===== config.mk =====
export PLATFORM = sky130hd
export DESIGN_NAME = pwm_ramp_ctrl
export DESIGN_NICKNAME = d
export VERILOG_FILES = /design/src/rtl/pwm_ramp_ctrl.sv
export SDC_FILE = /design/constraint.sdc
export NUM_CORES = 1
export LEC_CHECK = 0
export CORE_MARGIN = 5
export CORE_UTILIZATION = 44
export CTS_BUF_LIST = sky130_fd_sc_hd__clkbuf_4 sky130_fd_sc_hd__clkbuf_8 sky130_fd_sc_hd__clkbuf_16
export CTS_CLUSTER_SIZE = 10
export DETAILED_ROUTE_END_ITERATION = 12
export PLACE_DENSITY = 0.76
export SYNTH_ARGS = -nofsm -noshare
export SYNTH_HDL_FRONTEND = slang
export SYNTH_SLANG_ARGS = --single-unit

===== constraint.sdc =====
create_clock -name clk -period 2.55 [get_ports clk]
set_input_delay 0.765 -clock clk [delete_from_list [all_inputs] [get_ports clk]]
set_output_delay 0.765 -clock clk [all_outputs]
set_load 0.05 [all_outputs]

===== src/rtl/pwm_ramp_ctrl.sv =====
// pwm_ramp_ctrl
//   Ramps the duty step of an external PWM generator toward a requested
//   target. One increase_duty/decrease_duty pulse is issued per step and
//   consecutive pulses are separated by GAP idle cycles. The tracked duty is
//   always within 0..DUTY_MAX.
//
// Parameters
//   DUTY_MAX  highest duty step (10 = 100%)
//   GAP       idle cycles between consecutive step pulses (>= 1)
//   DW        width of the duty fields, DUTY_MAX < 2**DW
//
// Ports
//   clk            single clock, rising edge
//   rst_n          asynchronous active-low reset
//   tgt_valid      new target duty offered
//   tgt_duty       requested duty step (values above DUTY_MAX are clamped)
//   tgt_ready      target accepted on an edge with tgt_valid && tgt_ready
//   increase_duty  one-cycle step-up pulse
//   decrease_duty  one-cycle step-down pulse
//   duty           tracked duty step
//   busy           high whenever the FSM is not in IDLE
//   done           one-cycle pulse when duty reaches the target
//
// Build option
//   PWM_RAMP_ABORT_EN  when defined, targets are accepted in every state. A
//                      new target replaces the old one mid-ramp. A pulse that
//                      is already out still updates duty, and the direction
//                      is re-evaluated at the next STEP.
//
// state | meaning
// ------+------------------------------------------------------------
// IDLE  | waiting for a target, tgt_ready high
// STEP  | one pulse cycle; duty moves by one on the edge leaving STEP
// WAIT  | GAP idle cycles between pulses
// DONE  | duty equals target, done high for this single cycle

module pwm_ramp_ctrl #(
  parameter int DUTY_MAX = 10,
  parameter int GAP      = 8,
  parameter int DW       = 4
) (
  input  logic          clk,
  input  logic          rst_n,
  input  logic          tgt_valid,
  input  logic [DW-1:0] tgt_duty,
  output logic          tgt_ready,
  output logic          increase_duty,
  output logic          decrease_duty,
  output logic [DW-1:0] duty,
  output logic          busy,
  output logic          done
);

`ifdef PWM_RAMP_ABORT_EN
  localparam bit ABORT_EN = 1'b1;
`else
  localparam bit ABORT_EN = 1'b0;
`endif

  localparam int            CW   = (GAP > 1) ? $clog2(GAP) : 1;
  localparam logic [DW-1:0] DMAX = DW'(DUTY_MAX);
  localparam logic [CW-1:0] GAP_LOAD = CW'(GAP - 1);

  typedef enum logic [1:0] {IDLE, STEP, WAIT, DONE} state_t;

  state_t        state_q, state_d;
  logic [DW-1:0] duty_q, duty_d;
  logic [DW-1:0] target_q, target_d;
  logic [CW-1:0] cnt_q, cnt_d;
  logic          inc_q, inc_d;
  logic          dec_q, dec_d;
  logic          done_q, done_d;
  logic          busy_q, busy_d;
  logic          ready_q, ready_d;

  logic          accept;
  logic [DW-1:0] tgt_clamped;

  assign accept      = tgt_valid && ready_q;
  assign tgt_clamped = (tgt_duty > DMAX) ? DMAX : tgt_duty;

  always_comb begin
    state_d  = state_q;
    duty_d   = duty_q;
    target_d = target_q;
    cnt_d    = cnt_q;

    // The pulse registers are only high during STEP, so the duty update
    // follows the pulse actually issued even if the target changes under it.
    if (inc_q && (duty_q < DMAX)) begin
      duty_d = duty_q + DW'(1);
    end else if (dec_q && (duty_q != '0)) begin
      duty_d = duty_q - DW'(1);
    end

    case (state_q)
      IDLE: begin
        if (accept) begin
          target_d = tgt_clamped;
          state_d  = (tgt_clamped == duty_q) ? DONE : STEP;
        end
      end
      STEP: begin
        if (ABORT_EN && accept) begin
          target_d = tgt_clamped;
        end
        if (duty_d == target_d) begin
          state_d = DONE;
        end else begin
          state_d = WAIT;
          cnt_d   = GAP_LOAD;
        end
      end
      WAIT: begin
        if (ABORT_EN && accept) begin
          target_d = tgt_clamped;
        end
        if (target_d == duty_q) begin
          state_d = DONE;
        end else if (cnt_q == '0) begin
          state_d = STEP;
        end else begin
          cnt_d = cnt_q - CW'(1);
        end
      end
      DONE: begin
        if (ABORT_EN && accept) begin
          target_d = tgt_clamped;
          state_d  = (tgt_clamped == duty_q) ? DONE : STEP;
        end else begin
          state_d = IDLE;
        end
      end
      default: state_d = IDLE;
    endcase

    // Outputs are derived from the next state so they register in step
    // with it.
    inc_d   = (state_d == STEP) && (target_d > duty_d);
    dec_d   = (state_d == STEP) && (target_d < duty_d);
    done_d  = (state_d == DONE);
    busy_d  = (state_d != IDLE);
    ready_d = ABORT_EN || (state_d == IDLE);
  end

  always_ff @(posedge clk or negedge rst_n) begin
    if (!rst_n) begin
      state_q  <= IDLE;
      duty_q   <= '0;
      target_q <= '0;
      cnt_q    <= '0;
      inc_q    <= 1'b0;
      dec_q    <= 1'b0;
      done_q   <= 1'b0;
      busy_q   <= 1'b0;
      ready_q  <= 1'b0;
    end else begin
      state_q  <= state_d;
      duty_q   <= duty_d;
      target_q <= target_d;
      cnt_q    <= cnt_d;
      inc_q    <= inc_d;
      dec_q    <= dec_d;
      done_q   <= done_d;
      busy_q   <= busy_d;
      ready_q  <= ready_d;
    end
  end

  assign tgt_ready     = ready_q;
  assign increase_duty = inc_q;
  assign decrease_duty = dec_q;
  assign duty          = duty_q;
  assign busy          = busy_q;
  assign done          = done_q;

endmodule

Yosys cells after proc, flatten, opt, wreduce, memory -nomap -nowiden
Index checks and enable logic that the tools add are counted.
{"block": "word_totals", "elab_cells": 54, "output_inout_bits": 9, "reg_bits": 18, "in_bits": 7}
{"block": "classes", "n_reduce_logical": 12, "eq_ne": 11, "muxes": 15, "order_cmp": 4, "addsub": 3}
{"op": "two-way mux 4 bit", "count": 5}
{"op": "== test 4 bit", "count": 3}
{"op": "two-way mux 3 bit", "count": 3}
{"op": "two-way mux 2 bit", "count": 4}
{"op": "one-hot mux 2 bit (4 select lines)", "count": 1}
{"op": "== test 2 bit (second input constant)", "count": 3}
{"op": "!= test 2 bit (second input constant)", "count": 3}
{"op": "one-hot mux 3 bit (2 select lines)", "count": 1}
{"op": "logical AND 1 bit", "count": 5}
{"op": "adder 4 x 1 -> 4 bit (second input constant)", "count": 1}
{"op": "== test 2 x 1 -> 1 bit (second input constant)", "count": 2}
{"op": "> comparator 4 bit", "count": 1}
{"op": "> comparator 4 bit (second input constant)", "count": 1}
{"op": "logical NOT 2 bit", "count": 2}
{"op": "< comparator 4 bit", "count": 1}
{"op": "< comparator 4 bit (second input constant)", "count": 1}
{"op": "AND reduction 4 bit", "count": 1}
{"op": "nonzero test 2 bit", "count": 2}
{"op": "nonzero test 4 bit", "count": 1}
{"op": "subtractor 4 x 1 -> 4 bit (second input constant)", "count": 1}
{"op": "logical NOT 3 bit", "count": 1}
{"op": "subtractor 3 x 1 -> 3 bit (second input constant)", "count": 1}
{"op": "two-way mux 1 bit", "count": 1}

Depth between registers and ports, before layout
Gate-level depths: netlist of run 1.
{"block": "logic_depth", "ltp_word": 9, "ltp_mapped": 15, "depth_no_buf": 14}

Least setup slack after synthesis of run 1
OpenSTA, ideal clock, no wires.
{"block": "synth_path", "path_type": "register -> register", "from": "register duty_q[0], in the netlist duty[0]", "to": "register inc_q, in the netlist increase_duty", "synth_period_minus_slack_ns": 2.905, "setup_ns": 0.120, "required_ns": 2.430, "n_path_buf": 1, "path_stages_with_launch": 16, "slack_ns": -0.355, "arrival_ns": 2.785, "cell_sequence": "dfrtp_1 clkbuf_1 inv_1 ha_1 nand2b_1 a21oi_1 nor2_1 a32o_1 xor2_1 inv_1 ha_1 a21oi_1 o22ai_1 nor2_1 a41oi_1 and3_1"}
{"block": "synth_between", "elab_chain_cells": 9, "elab_cells_between_ends": 19, "cone_classes": "add/sub (2); order compare (2); eq/ne (4); mux (7); reduce/logical (4)"}
{"item": "from (decl)", "line_no": "67", "source": "logic [DW-1:0] duty_q, duty_d;"}
{"item": "from (signal assigned)", "line_no": "159", "source": "duty_q <= duty_d;"}
{"item": "branches (longest 3 deep; another with subtractor 4 x 1 -> 4 bit)"}
{"item": "two-way mux 4 bit (*)", "line_no": "90", "source": "if (inc_q && (duty_q < DMAX)) begin"}
{"item": "named net duty_d[2]", "line_no": "67"}
{"item": "== test 4 bit", "line_no": "107", "source": "if (duty_d == target_d) begin"}
{"item": "two-way mux 1 bit", "line_no": "107"}
{"item": "one-hot mux 2 bit (4 select lines)", "line_no": "96", "source": "case (state_q)"}
{"item": "== test 2 x 1 -> 1 bit", "line_no": "139", "source": "inc_d = (state_d == STEP) && (target_d > duty_d);"}
{"item": "logical AND 1 bit (*)", "line_no": "139"}
{"item": "named net inc_d", "line_no": "70", "source": "logic inc_q, inc_d;"}
{"item": "to (signal assigned)", "line_no": "162", "source": "inc_q <= inc_d;"}
{"item": "to (decl)", "line_no": "70"}
Mark *: on every way through the listed nets, which the timed path passes.
A chain may end at the register's enable or synchronous reset.

Final worst setup path of run 1
{"block": "layout_path", "from": "input tgt_valid", "to": "register inc_q, in the netlist increase_duty"}
{"block": "layout_between", "elab_chain_cells": 5, "elab_cells_between_ends": 8, "cone_classes": "order compare (1); eq/ne (1); mux (4); reduce/logical (2)"}
{"item": "from (decl)", "line_no": "44", "source": "input logic tgt_valid,"}
{"item": "logical AND 1 bit", "line_no": "79", "source": "assign accept = tgt_valid && ready_q;"}
{"item": "two-way mux 4 bit", "line_no": "98", "source": "if (accept) begin"}
{"item": "two-way mux 4 bit", "line_no": "96"}
{"item": "named net target_d[2]", "line_no": "68", "source": "logic [DW-1:0] target_q, target_d;"}
{"item": "> comparator 4 bit", "line_no": "139"}
{"item": "logical AND 1 bit", "line_no": "139"}
{"item": "named net inc_d", "line_no": "70"}
The timed path passes the listed nets, and every way through them passes these cells.

==> results_dict.tcl, run 1 <==
set metrics [dict create \
    finalClockSkew_ns 0.00529 \
    ios 16 \
    n_antenna_cell 0 \
    drc 0 \
    crit_type "primary input to flop" \
    netlist_area_um2 1230 \
    required_ns 2.74 \
    worst-path-max-fanout 3 \
    core_um2 2730 \
    grt_pass1_wl_um 5020 \
    drt_wl_total_um 2910 \
    period_share_pct 98.2 \
    syn_inst 132 \
    area_growth_syn_to_layout_pct 33.0 \
    start_util_pct 45.2 \
    synth_seq_area_share_pct 36.5 \
    synth-edff-count 0 \
    finalHoldViolCount 0 \
    wire_per_inst_um 14.8 \
    synthFlopType "dfrtp_1" \
    outcome "complete, no violations" \
    cts_tree "done" \
    final_cells 197 \
    period_needed_ns 2.50 \
    fin_hold_ws_ns 0.532 \
    grt_pass1_vias 1163 \
    relSlewSlack_pct 65.1 \
    postSynthAreaPerCell_um2 9.36 \
    grt.overflow.total 0 \
    synth.area.top_cells "dfrtp_1 (36%), ha_1 (8.1%), xor2_1 (5.7%)" \
    grt_antenna_before_repair 0 \
    clockBufferDepth 2 \
    rows 19 \
    crit_arrival_ns 2.69 \
    via_per_inst 5.59 \
    yosys_warnings 0 \
    clkSinkCount 18 \
    ys_types 42 \
    start_kind "primary input" \
    fp.dieW_um 63.0 \
    worstSetupEndpointType "flop" \
    yosys.area.top_type_share_pct 36.5 \
    clkSlewWorstSetupHoldPaths_ns 0.10 \
    ant_nets 0 \
    slew_viol_final 0 \
    synthArstFlopShare_pct 100 \
    drive_above_1_share_pct 25.9 \
    grt.total_usage_pct 15.4 \
    place_congestion 0.803 \
    die_h_um 63.0 \
    vias 1101 \
    ctsHoldBuffers 0 \
    drv_cap 0 \
    dpl.hpwl_um 2310 \
    final_nets 182 \
    firstDrtPassIters 4 \
    synth-seq-cells 18 \
    cts_made_buffers 3 \
    htree_levels 1 \
    hold_path_class "flop to flop" \
    synth_top_area_cell "dfrtp_1" \
    root_buffer "clkbuf_4" \
    clock_latency_ns 0.29 \
    drt-initial-drc-count 19 \
    dp.cells 190 \
    port_buffers 15 \
    die_area_um2 3970 \
    timing.fmax_mhz 400 \
    grt_max_degree 19 \
    synth_nets 147 \
    tightestPinTransition_ns 0.521 \
    setup_viol 0 \
]
[per-layer routing]
metal | wire [µm] | global-route usage [%]
met2 | 1470 | 26.8
met1 | 1230 | 18.4
met5 | 0 | 0
met3 | 150 | 3.24
met4 | 61 | 5.84
[cell usage after synthesis (2+ instances only)]
library cell,number
inv_1,11
xnor2_1,6
and3_1,4
nand2b_1,4
a21oi_1,5
nor4_1,2
clkbuf_1,2
o21ai_0,7
nor2_1,7
dfrtp_1,18
nand3_1,5
nor3b_1,3
ha_1,8
o211ai_1,2
nor2b_1,3
nand2_1,12
xor2_1,8
[layout by cell type (no fill, tap or decap), types with 3 or more instances in the layout]
cell type / n
buf_4: 18
dfrtp_1: 16
clkdlybuf4s50_1: 14
nand2_1: 12
inv_1: 8
nor2_1: 7
xor2_1: 7
xnor2_1: 6
o21ai_0: 6
ha_1: 6
nand3_1: 5
and3_1: 4
nand2b_1: 4
nor2b_1: 3
a21oi_1: 3
clkbuf_4: 3
[per-stage QoR]
step	area [µm²]	setup TNS, ns	utilization, %	setup slack, ns
3_5_place_dp	1550	-0.485	56.7	-0.273
4_1_cts	1590	0	58.0	0.00543
2_1_floorplan	1280	-0.0946	-	-0.0946
6_report	1640	0	60.1	0.0470
5_1_grt	1640	-0.0295	60.1	-0.0184
3_3_place_gp	1550	-0.303	56.7	-0.200
[worst paths after layout]
check | from | end | slack, ns | depth (start not counted)
worst max-delay path | tgt_valid | increase_duty | 0.05 | 9
worst min-delay path | cnt_q[2] | cnt_q[2] | 0.53 | 2
worst max register to register | duty[0] | increase_duty | 0.07 | 12
worst min register to register | cnt_q[2] | cnt_q[2] | 0.53 | 2
max in group asynchronous | rst_n | duty[0] | 1.54 | 2
min in group asynchronous | rst_n | state_q[0] | 0.80 | 2
[cell families (layout without fill, tap and decap cells)]
logic type                 after synthesis  after routing  share of synthesized area (%)
AOI/OAI and AO/OA                       26             26                           16.2
xor gates and xnor gates                15             15                           11.2
adders and majority gates                8              8                           8.11
buffers and inverters                   14             48                           4.86
DFF                                     18             18                           36.5
muxes                                    1              1                          0.912
and+or+nand+nor                         50             50                           22.2
[cell type report]
| class | count | area, µm² |
|---|---|---|
| sequential | 18 | 453 |
| clock buffer | 4 | 36.3 |
| inverter | 11 | 43.8 |
| multi-input combinational | 100 | 783 |
| fill | 217 | 1090 |
| timing repair buffer | 33 | 288 |
| tap | 31 | 38.8 |
[flip-flops by register name (all words and copies together), names as in the netlist]
signal	flops
increase_duty	1
done	1
cnt_q	3
target_q	4
duty	4
state_q	2
tgt_ready	1
decrease_duty	1
busy	1
[worst max-delay path, cell delays in order]
cell and delay [ns]:
clkdlybuf4s50_1 0.47, and3_1 0.18, mux2_2 0.35, ha_1 0.34, a21oi_2 0.14, o22ai_1 0.08
nor2_1 0.14, a41oi_1 0.06, and3_1 0.15
[timing repair]
| item | CTS | global route |
|---|---|---|
| hold endpoints to repair | 0 | 0 |
| buffers inserted | 0 | 3 |
| setup endpoints to repair | 0 | 8 |
| gates resized for setup | 0 | 8 |
Power of run 1 is not shown: default switching activity piles up to over one toggle a cycle in this logic, so the estimate is an artifact.
==> run 2, diff against run 1 <==
--- a/config.mk
+++ b/config.mk
@@ -5,6 +5,7 @@
 export SDC_FILE = /design/constraint.sdc
 export NUM_CORES = 1
 export LEC_CHECK = 0
+export ABC_CLOCK_PERIOD_IN_PS = 2550
 export CORE_MARGIN = 5
 export CORE_UTILIZATION = 44
 export CTS_BUF_LIST = sky130_fd_sc_hd__clkbuf_4 sky130_fd_sc_hd__clkbuf_8 sky130_fd_sc_hd__clkbuf_16
==> results of run 2 <==
Final layout, timing and power as in run 1 (identical DEF).
Power of run 2 is left out for the same reason.
